--- src/rtl/vrf_read_pkg.sv ---
// Shared types and constants for the VRF read responder and its response FIFO.
package vrf_read_pkg;

    localparam int VS_W       = 5;
    localparam int OFFSET_W   = 6;
    localparam int VRF_ADDR_W = 11;
    localparam int RS_W       = 2;
    localparam int II_W       = 3;

    typedef struct packed {
        logic [VS_W-1:0]     vs;
        logic [RS_W-1:0]     readSource;
        logic [OFFSET_W-1:0] offset;
        logic [II_W-1:0]     instructionIndex;
    } vrf_read_req_t;

    typedef struct packed {
        logic [RS_W-1:0] readSource;
        logic [II_W-1:0] instructionIndex;
    } vrf_read_tag_t;

    function automatic logic [VRF_ADDR_W-1:0] vrf_addr(input vrf_read_req_t r);
        return {r.vs, r.offset};
    endfunction

endpackage

--- src/rtl/vrf_read_responder_if.sv ---
// Request/response handshake bundle between the read arbiter (master) and the responder (slave).
interface vrf_read_responder_if #(
    parameter int DATA_WIDTH = 32
);
    logic                  req_valid;
    logic                  req_ready;
    logic [4:0]            req_bits_vs;
    logic [1:0]            req_bits_readSource;
    logic [5:0]            req_bits_offset;
    logic [2:0]            req_bits_instructionIndex;
    logic                  resp_valid;
    logic                  resp_ready;
    logic [DATA_WIDTH-1:0] resp_bits_data;
    logic [1:0]            resp_bits_readSource;
    logic [2:0]            resp_bits_instructionIndex;

    modport master (
        output req_valid, req_bits_vs, req_bits_readSource, req_bits_offset,
               req_bits_instructionIndex, resp_ready,
        input  req_ready, resp_valid, resp_bits_data, resp_bits_readSource,
               resp_bits_instructionIndex
    );

    modport slave (
        input  req_valid, req_bits_vs, req_bits_readSource, req_bits_offset,
               req_bits_instructionIndex, resp_ready,
        output req_ready, resp_valid, resp_bits_data, resp_bits_readSource,
               resp_bits_instructionIndex
    );
endinterface

--- src/rtl/vrf_resp_fifo.sv ---
// In-order response FIFO: circular buffer of {data, tag} with read/write pointers and an occupancy count.
module vrf_resp_fifo
    import vrf_read_pkg::*;
#(
    parameter int  DATA_WIDTH = 32,
    parameter int  DEPTH      = 4,
    parameter type T_TAG      = vrf_read_tag_t,
    localparam int PTR_W      = $clog2(DEPTH),
    localparam int CNT_W      = PTR_W + 1
) (
    input  logic                  clock,
    input  logic                  reset,
    input  logic                  i_push,
    input  logic [DATA_WIDTH-1:0] i_push_data,
    input  T_TAG                  i_push_tag,
    input  logic                  i_pop,
    output logic [CNT_W-1:0]      o_count,
    output logic [DATA_WIDTH-1:0] o_head_data,
    output T_TAG                  o_head_tag
);
    logic [DATA_WIDTH-1:0] r_mem_data [DEPTH];
    T_TAG                  r_mem_tag  [DEPTH];
    logic [PTR_W-1:0]      r_wptr;
    logic [PTR_W-1:0]      r_rptr;
    logic [CNT_W-1:0]      r_count;

    // Storage carries no reset: contents are only observed when count says they are live.
    always_ff @(posedge clock) begin
        if (i_push) begin
            r_mem_data[r_wptr] <= i_push_data;
            r_mem_tag[r_wptr]  <= i_push_tag;
        end
    end

    always_ff @(posedge clock or posedge reset) begin
        if (reset) begin
            r_wptr  <= '0;
            r_rptr  <= '0;
            r_count <= '0;
        end else begin
            if (i_push) r_wptr <= r_wptr + 1'b1;
            if (i_pop)  r_rptr <= r_rptr + 1'b1;
            case ({i_push, i_pop})
                2'b10:   r_count <= r_count + 1'b1;
                2'b01:   r_count <= r_count - 1'b1;
                default: r_count <= r_count;
            endcase
        end
    end

    always @(posedge clock) begin
        if (!reset) begin
            assert (!(i_push && !i_pop && r_count == CNT_W'(DEPTH)));
            assert (!(i_pop && r_count == '0));
        end
    end

    assign o_count     = r_count;
    assign o_head_data = r_mem_data[r_rptr];
    assign o_head_tag  = r_mem_tag[r_rptr];
endmodule

--- src/rtl/vrf_read_responder.sv ---
// Responder end of the VRF read handshake: credit-gated SRAM issue, tag pipeline, in-order response FIFO.
// Optional perf counters are built when VRF_READ_RESPONDER_PERF_EN is defined.
module vrf_read_responder
    import vrf_read_pkg::*;
#(
    parameter int DATA_WIDTH   = 32,
    parameter int READ_LATENCY = 2,
    parameter int RESP_DEPTH   = 4
) (
    input  logic                  clock,
    input  logic                  reset,
    vrf_read_responder_if.slave   rd,
    output logic                  sram_ren,
    output logic [VRF_ADDR_W-1:0] sram_addr,
    input  logic [DATA_WIDTH-1:0] sram_rdata,
    output logic                  idle
`ifdef VRF_READ_RESPONDER_PERF_EN
    ,
    output logic [31:0]           perf_stall_cycles,
    output logic [31:0]           perf_reads
`endif
);
    localparam int CW = $clog2(RESP_DEPTH) + 1;

    logic [CW-1:0]         r_credit;
    logic                  w_req_ready;
    logic                  w_req_fire;
    logic                  w_resp_valid;
    logic                  w_resp_fire;
    vrf_read_req_t         w_req;
    vrf_read_tag_t         w_req_tag;
    logic [CW-1:0]         w_fifo_count;
    logic [DATA_WIDTH-1:0] w_head_data;
    vrf_read_tag_t         w_head_tag;

    logic [READ_LATENCY-1:0] r_vld_pipe;
    vrf_read_tag_t           r_tag_pipe [READ_LATENCY];

    assign w_req = '{vs: rd.req_bits_vs, readSource: rd.req_bits_readSource,
                     offset: rd.req_bits_offset,
                     instructionIndex: rd.req_bits_instructionIndex};
    assign w_req_tag = '{readSource: w_req.readSource,
                         instructionIndex: w_req.instructionIndex};

    // One credit per FIFO slot, taken at issue and returned at drain, so an issued read always has a home.
    assign w_req_ready  = (r_credit != '0);
    assign w_req_fire   = rd.req_valid & w_req_ready;
    assign w_resp_valid = (w_fifo_count != '0);
    assign w_resp_fire  = w_resp_valid & rd.resp_ready;

    always_ff @(posedge clock or posedge reset) begin
        if (reset) begin
            r_credit <= CW'(RESP_DEPTH);
        end else begin
            case ({w_req_fire, w_resp_fire})
                2'b10:   r_credit <= r_credit - 1'b1;
                2'b01:   r_credit <= r_credit + 1'b1;
                default: r_credit <= r_credit;
            endcase
        end
    end

    always @(posedge clock) begin
        if (!reset) begin
            assert (!(w_req_fire && !w_resp_fire && r_credit == '0));
            assert (!(w_resp_fire && !w_req_fire && r_credit == CW'(RESP_DEPTH)));
        end
    end

    always_ff @(posedge clock or posedge reset) begin
        if (reset) begin
            r_vld_pipe <= '0;
        end else begin
            r_vld_pipe[0] <= w_req_fire;
            for (int i = 1; i < READ_LATENCY; i++) r_vld_pipe[i] <= r_vld_pipe[i-1];
        end
    end

    // Tags need no reset; the valid bits alone decide whether a returning word is captured.
    always_ff @(posedge clock) begin
        r_tag_pipe[0] <= w_req_tag;
        for (int i = 1; i < READ_LATENCY; i++) r_tag_pipe[i] <= r_tag_pipe[i-1];
    end

    vrf_resp_fifo #(
        .DATA_WIDTH (DATA_WIDTH),
        .DEPTH      (RESP_DEPTH),
        .T_TAG      (vrf_read_tag_t)
    ) u_fifo (
        .clock       (clock),
        .reset       (reset),
        .i_push      (r_vld_pipe[READ_LATENCY-1]),
        .i_push_data (sram_rdata),
        .i_push_tag  (r_tag_pipe[READ_LATENCY-1]),
        .i_pop       (w_resp_fire),
        .o_count     (w_fifo_count),
        .o_head_data (w_head_data),
        .o_head_tag  (w_head_tag)
    );

    assign rd.req_ready                  = w_req_ready;
    assign rd.resp_valid                 = w_resp_valid;
    assign rd.resp_bits_data             = w_head_data;
    assign rd.resp_bits_readSource       = w_head_tag.readSource;
    assign rd.resp_bits_instructionIndex = w_head_tag.instructionIndex;
    assign sram_ren                      = w_req_fire;
    assign sram_addr                     = vrf_addr(w_req);
    assign idle                          = (r_credit == CW'(RESP_DEPTH));

`ifdef VRF_READ_RESPONDER_PERF_EN
    logic [31:0] r_perf_stall;
    logic [31:0] r_perf_reads;

    always_ff @(posedge clock or posedge reset) begin
        if (reset) begin
            r_perf_stall <= '0;
            r_perf_reads <= '0;
        end else begin
            if (rd.req_valid && !w_req_ready && r_perf_stall != '1) r_perf_stall <= r_perf_stall + 1'b1;
            if (w_req_fire && r_perf_reads != '1)                   r_perf_reads <= r_perf_reads + 1'b1;
        end
    end

    assign perf_stall_cycles = r_perf_stall;
    assign perf_reads        = r_perf_reads;
`endif
endmodule

--- src/flat_wrapper.sv ---
// flat-port wrapper written by rule: the top's interface ports become plain ports
module vrf_read_responder_flat import vrf_read_pkg::*;
#(
    parameter int DATA_WIDTH   = 32,
    parameter int READ_LATENCY = 2,
    parameter int RESP_DEPTH   = 4
)
  (clock, reset, sram_ren, sram_addr, sram_rdata, idle, rd_req_valid, rd_req_bits_vs, rd_req_bits_readSource, rd_req_bits_offset, rd_req_bits_instructionIndex, rd_resp_ready, rd_req_ready, rd_resp_valid, rd_resp_bits_data, rd_resp_bits_readSource, rd_resp_bits_instructionIndex);
  vrf_read_responder_if #(.DATA_WIDTH(DATA_WIDTH)) rd_i ();
  input  logic clock;
  input  logic reset;
  output logic sram_ren;
  output logic [VRF_ADDR_W-1:0] sram_addr;
  input  logic [DATA_WIDTH-1:0] sram_rdata;
  output logic idle;
  input wire logic [$bits(rd_i.req_valid)-1:0] rd_req_valid;
  input wire logic [$bits(rd_i.req_bits_vs)-1:0] rd_req_bits_vs;
  input wire logic [$bits(rd_i.req_bits_readSource)-1:0] rd_req_bits_readSource;
  input wire logic [$bits(rd_i.req_bits_offset)-1:0] rd_req_bits_offset;
  input wire logic [$bits(rd_i.req_bits_instructionIndex)-1:0] rd_req_bits_instructionIndex;
  input wire logic [$bits(rd_i.resp_ready)-1:0] rd_resp_ready;
  output wire logic [$bits(rd_i.req_ready)-1:0] rd_req_ready;
  output wire logic [$bits(rd_i.resp_valid)-1:0] rd_resp_valid;
  output wire logic [$bits(rd_i.resp_bits_data)-1:0] rd_resp_bits_data;
  output wire logic [$bits(rd_i.resp_bits_readSource)-1:0] rd_resp_bits_readSource;
  output wire logic [$bits(rd_i.resp_bits_instructionIndex)-1:0] rd_resp_bits_instructionIndex;
  assign rd_i.req_valid = rd_req_valid;
  assign rd_i.req_bits_vs = rd_req_bits_vs;
  assign rd_i.req_bits_readSource = rd_req_bits_readSource;
  assign rd_i.req_bits_offset = rd_req_bits_offset;
  assign rd_i.req_bits_instructionIndex = rd_req_bits_instructionIndex;
  assign rd_i.resp_ready = rd_resp_ready;
  assign rd_req_ready = rd_i.req_ready;
  assign rd_resp_valid = rd_i.resp_valid;
  assign rd_resp_bits_data = rd_i.resp_bits_data;
  assign rd_resp_bits_readSource = rd_i.resp_bits_readSource;
  assign rd_resp_bits_instructionIndex = rd_i.resp_bits_instructionIndex;
  vrf_read_responder #(.DATA_WIDTH(DATA_WIDTH), .READ_LATENCY(READ_LATENCY), .RESP_DEPTH(RESP_DEPTH)) u_core (.clock(clock), .reset(reset), .rd(rd_i), .sram_ren(sram_ren), .sram_addr(sram_addr), .sram_rdata(sram_rdata), .idle(idle));
endmodule
--- config.mk ---
export PLATFORM = sky130hd
export DESIGN_NAME = vrf_read_responder_flat
export DESIGN_NICKNAME = d
export VERILOG_FILES = /design/src/rtl/vrf_read_pkg.sv /design/src/rtl/vrf_read_responder_if.sv /design/src/rtl/vrf_resp_fifo.sv /design/src/rtl/vrf_read_responder.sv /design/src/flat_wrapper.sv
export SDC_FILE = /design/constraint.sdc
export NUM_CORES = 1
export LEC_CHECK = 0
export ABC_CLOCK_PERIOD_IN_PS = 3000
export CAP_MARGIN = 30
export CORE_MARGIN = 2
export CORE_UTILIZATION = 56
export DETAILED_ROUTE_END_ITERATION = 6
export PLACE_DENSITY = 0.83
export SLEW_MARGIN = 25
export SYNTH_ARGS = -nofsm -noshare
export SYNTH_HDL_FRONTEND = slang
export SYNTH_SLANG_ARGS = --single-unit
--- constraint.sdc ---
create_clock -name clock -period 3 [get_ports clock]
set_input_delay 0.6 -clock clock [delete_from_list [all_inputs] [get_ports clock]]
set_output_delay 0.6 -clock clock [all_outputs]
set_load 0.05 [all_outputs]
==> metrics.yaml <==
outcome:
  outcome: "finished, final reports clean"
critical_path:
  critPathLaunchType: "register"
  critPathRequiredTime_ns: 2.40
  critPathKind: "register to output pin"
  cp-startpoint: "u_core.u_fifo.r_rptr[0]$_DFFE_PP0P_"
  r2r-start: "u_core.r_credit[0]$_DFFE_PP0P_"
  critPathMaxFanout: 14
  arrival_ns: 2.22
  end_kind: "output pin"
yosys:
  yosysMostFrequentCell: "edfxtp_1"
  synthArstFlopShare_pct: 7.06
  ys_top_cells_by_count: "edfxtp_1, mux4_2, buf_4"
  synth_cell_types: 23
  synth_top_area_cell: "edfxtp_1"
  syn-num-nets: 328
  avgSynthCellArea_um2: 23.3
  synthCells: 268
  yosys_register_bits: 170
  synthFlopType: "edfxtp_1"
  synth_edf_count: 148
  yosys_warnings: 0
  synth_area_leaders: "edfxtp_1, mux4_2, dfrtp_1"
  netlist_area_um2: 6240
  yosysTopAreaCellShare_pct: 71.2
  ys_seq_area_share_pct: 79.2
clock_tree:
  root_buffer: "clkbuf_8"
  cts_setup_buffers: 0
  post_cts_resized: 0
  cts_hold_buf: 0
  htreeDepth: 4
  clock_path_buffers: 2
  clk_pin_slew_ns: 0.07
  clk_latency_ns: 0.52
  numCtsBuffers: 17
  cts_tree: "yes"
  clkSinkCount: 170
placed_design:
  place_hpwl_mm: 6.53
  gp_congestion: 0.681
  port_buffers: 81
  placed_area_um2: 7120
  pre_cts_ws_ns: 0.394
  placedCellCount: 480
power:
  power.leakage_nw: 2.66
  switchingPower_w: 0.00319
  seqPwrFrac_pct: 38.5
  p_sw_share_pct: 36.5
  power_density_nw_per_um2: 1140
  ir_drop_mv: 0.539
  p_int_w: 0.00554
  p_comb_share_pct: 38.5
  power_frac_clock_pct: 23.0
sta:
  finalCritPeriodShare_pct: 94.1
  max_freq_mhz: 354
  tightest_slew_ns: 0.626
  relSlewSlack_pct: 58.3
  hold_viol_final: 0
  slew_viol_final: 0
  rsz0062_at_grt: "false"
  setup_viol: 0
  skew_ns: 0.00758
  layout_setup_ws_ns: 0.176
  timing.final.crit_period_ns: 2.82
  setup-tns-final_ns: 0
global_route:
  grt_max_degree: 27
  grt_overflow: 0
  grt_pass1_vias: 3059
  grt_use_total_pct: 18.7
  grt_pass1_wl_mm: 16.0
  antenna_found_initial: 0
detailed_routing:
  wl_mm: 10.5
  viasPerCell: 5.57
  ant_nets: 0
  routedWlPerCell_um: 20.4
  first_pass_iters: 4
  first_iter_violations: 197
  via_count: 2853
  route.detailed.drc: 0
floorplanning:
  die_w_um: 110
  io_pins: 104
  die-area_um2: 12000
  core_area_um2: 10800
  dieHeight_um: 110
  fp-row-count: 38
  initial_core_util_pct: 57.6
cells_and_area:
  final_cells: 512
  final_area_um2: 7670
  antenna_cells: 0
  multi_input_area_um2: 1130
  seq_area_um2: 4950
  fill_cells: 669
  num-nets-final: 419
  area_growth_pct: 22.8
  layout-drive-gt1-share_pct: 31.7
min_path:
  hold_class: "register to register"
  min_from: "u_core.r_tag_pipe[0][0]$_DFF_P_"
flow_run:
  drv_cap: 0
[layer usage]
| layer | track usage, % | vias up | wire length (um) |
|---|---|---|---|
| met5 | 0 | - | 0 |
| met4 | 6.87 | 0 | 142 |
| met3 | 6.05 | 14 | 647 |
| met2 | 30.8 | 105 | 5420 |
| met1 | 23.6 | 1479 | 4260 |
| li1 | - | 1255 | - |
[stage by stage]
stage	hold WS (ns)	total power, W	util (%)
global placement	0.311	0.00674	65.7
floorplan	0.310	0.00584	-
detailed placement	0.312	0.00682	65.7
global route	0.331	0.00910	70.8
finish	0.324	0.00874	70.8
CTS	0.328	0.00884	70.8
[flip-flops by register name, summed over array words and instances, names as in the netlist]
register,flops
u_core.u_fifo.r_mem_data,128
u_core.u_fifo.r_mem_tag,20
u_core.r_tag_pipe,10
u_core.r_credit,3
u_core.u_fifo.o_count,3
u_core.r_vld_pipe,2
u_core.u_fifo.r_rptr,2
u_core.u_fifo.r_wptr,2
[worst paths after layout]
| kind | end | slack (ns) | depth (start not counted) |
|---|---|---|---|
| worst max-delay path | rd_resp_bits_data[3] | 0.18 | 3 |
| worst min-delay path | u_core.r_tag_pipe[0][5]$_DFF_P_ | 0.32 | 0 |
| worst max register to register | u_core.r_credit[2]$_DFFE_PP1P_ | 0.92 | 8 |
| worst min register to register | u_core.r_tag_pipe[0][5]$_DFF_P_ | 0.32 | 0 |
| max in group asynchronous | u_core.r_credit[2]$_DFFE_PP1P_ | 2.28 | 2 |
| min in group asynchronous | u_core.r_vld_pipe[1]$_DFF_PP0_ | 0.38 | 2 |
[layout by cell type (no fill, tap or decap), drive strengths merged]
master	synthesis	layout
fa	2	2
dfstp	1	1
clkinv	0	5
clkdlybuf4s50	0	44
or3	2	2
o21ai	1	1
bufinv	0	2
edfxtp	148	148
clkbuf	1	20
mux2i	1	1
inv	9	9
nor3b	1	1
and2	4	4
buf	18	47
mux2	1	1
xor2	6	6
dfxtp	10	10
clkinvlp	0	5
nor2	2	2
nand2	3	3
dfrtp	11	11
o31a	1	1
ha	6	6
xnor2	3	3
mux4	37	37
[critical path: stages, from the launching register on]
cell and delay (ns):
dfrtp_2 0.71, buf_12 0.25, mux4_2 0.54, buf_4 0.21
[power by group through the flow]
stage               Sequential, W  Combinational [W]  Clock [W]
CTS                       0.00337            0.00342    0.00205
global route              0.00341            0.00354    0.00215
detailed placement        0.00342            0.00341          0
global placement          0.00337            0.00337          0
finish                    0.00336            0.00336    0.00201
floorplan                 0.00327            0.00257          0
[area by class of cell]
class                   count  area share, %
clock inverters            12           1.65
clock buffers              20           5.55
repair buffers             91           10.8
well taps                 140           2.28
flip-flops and latches    170           64.5
inverters                   9          0.440
multi-input cells          70           14.7
[cells by family after synthesis]
family | Yosys count | share of synthesized area (%)
buffers and inverters | 28 | 2.76
muxes | 39 | 13.7
xor gates and xnor gates | 9 | 1.26
adders and majority gates | 8 | 1.84
AOI/OAI and AO/OA | 2 | 0.220
DFF | 170 | 79.2
and+or+nand+nor | 12 | 1.02
Power figures use the tool's default switching activity.
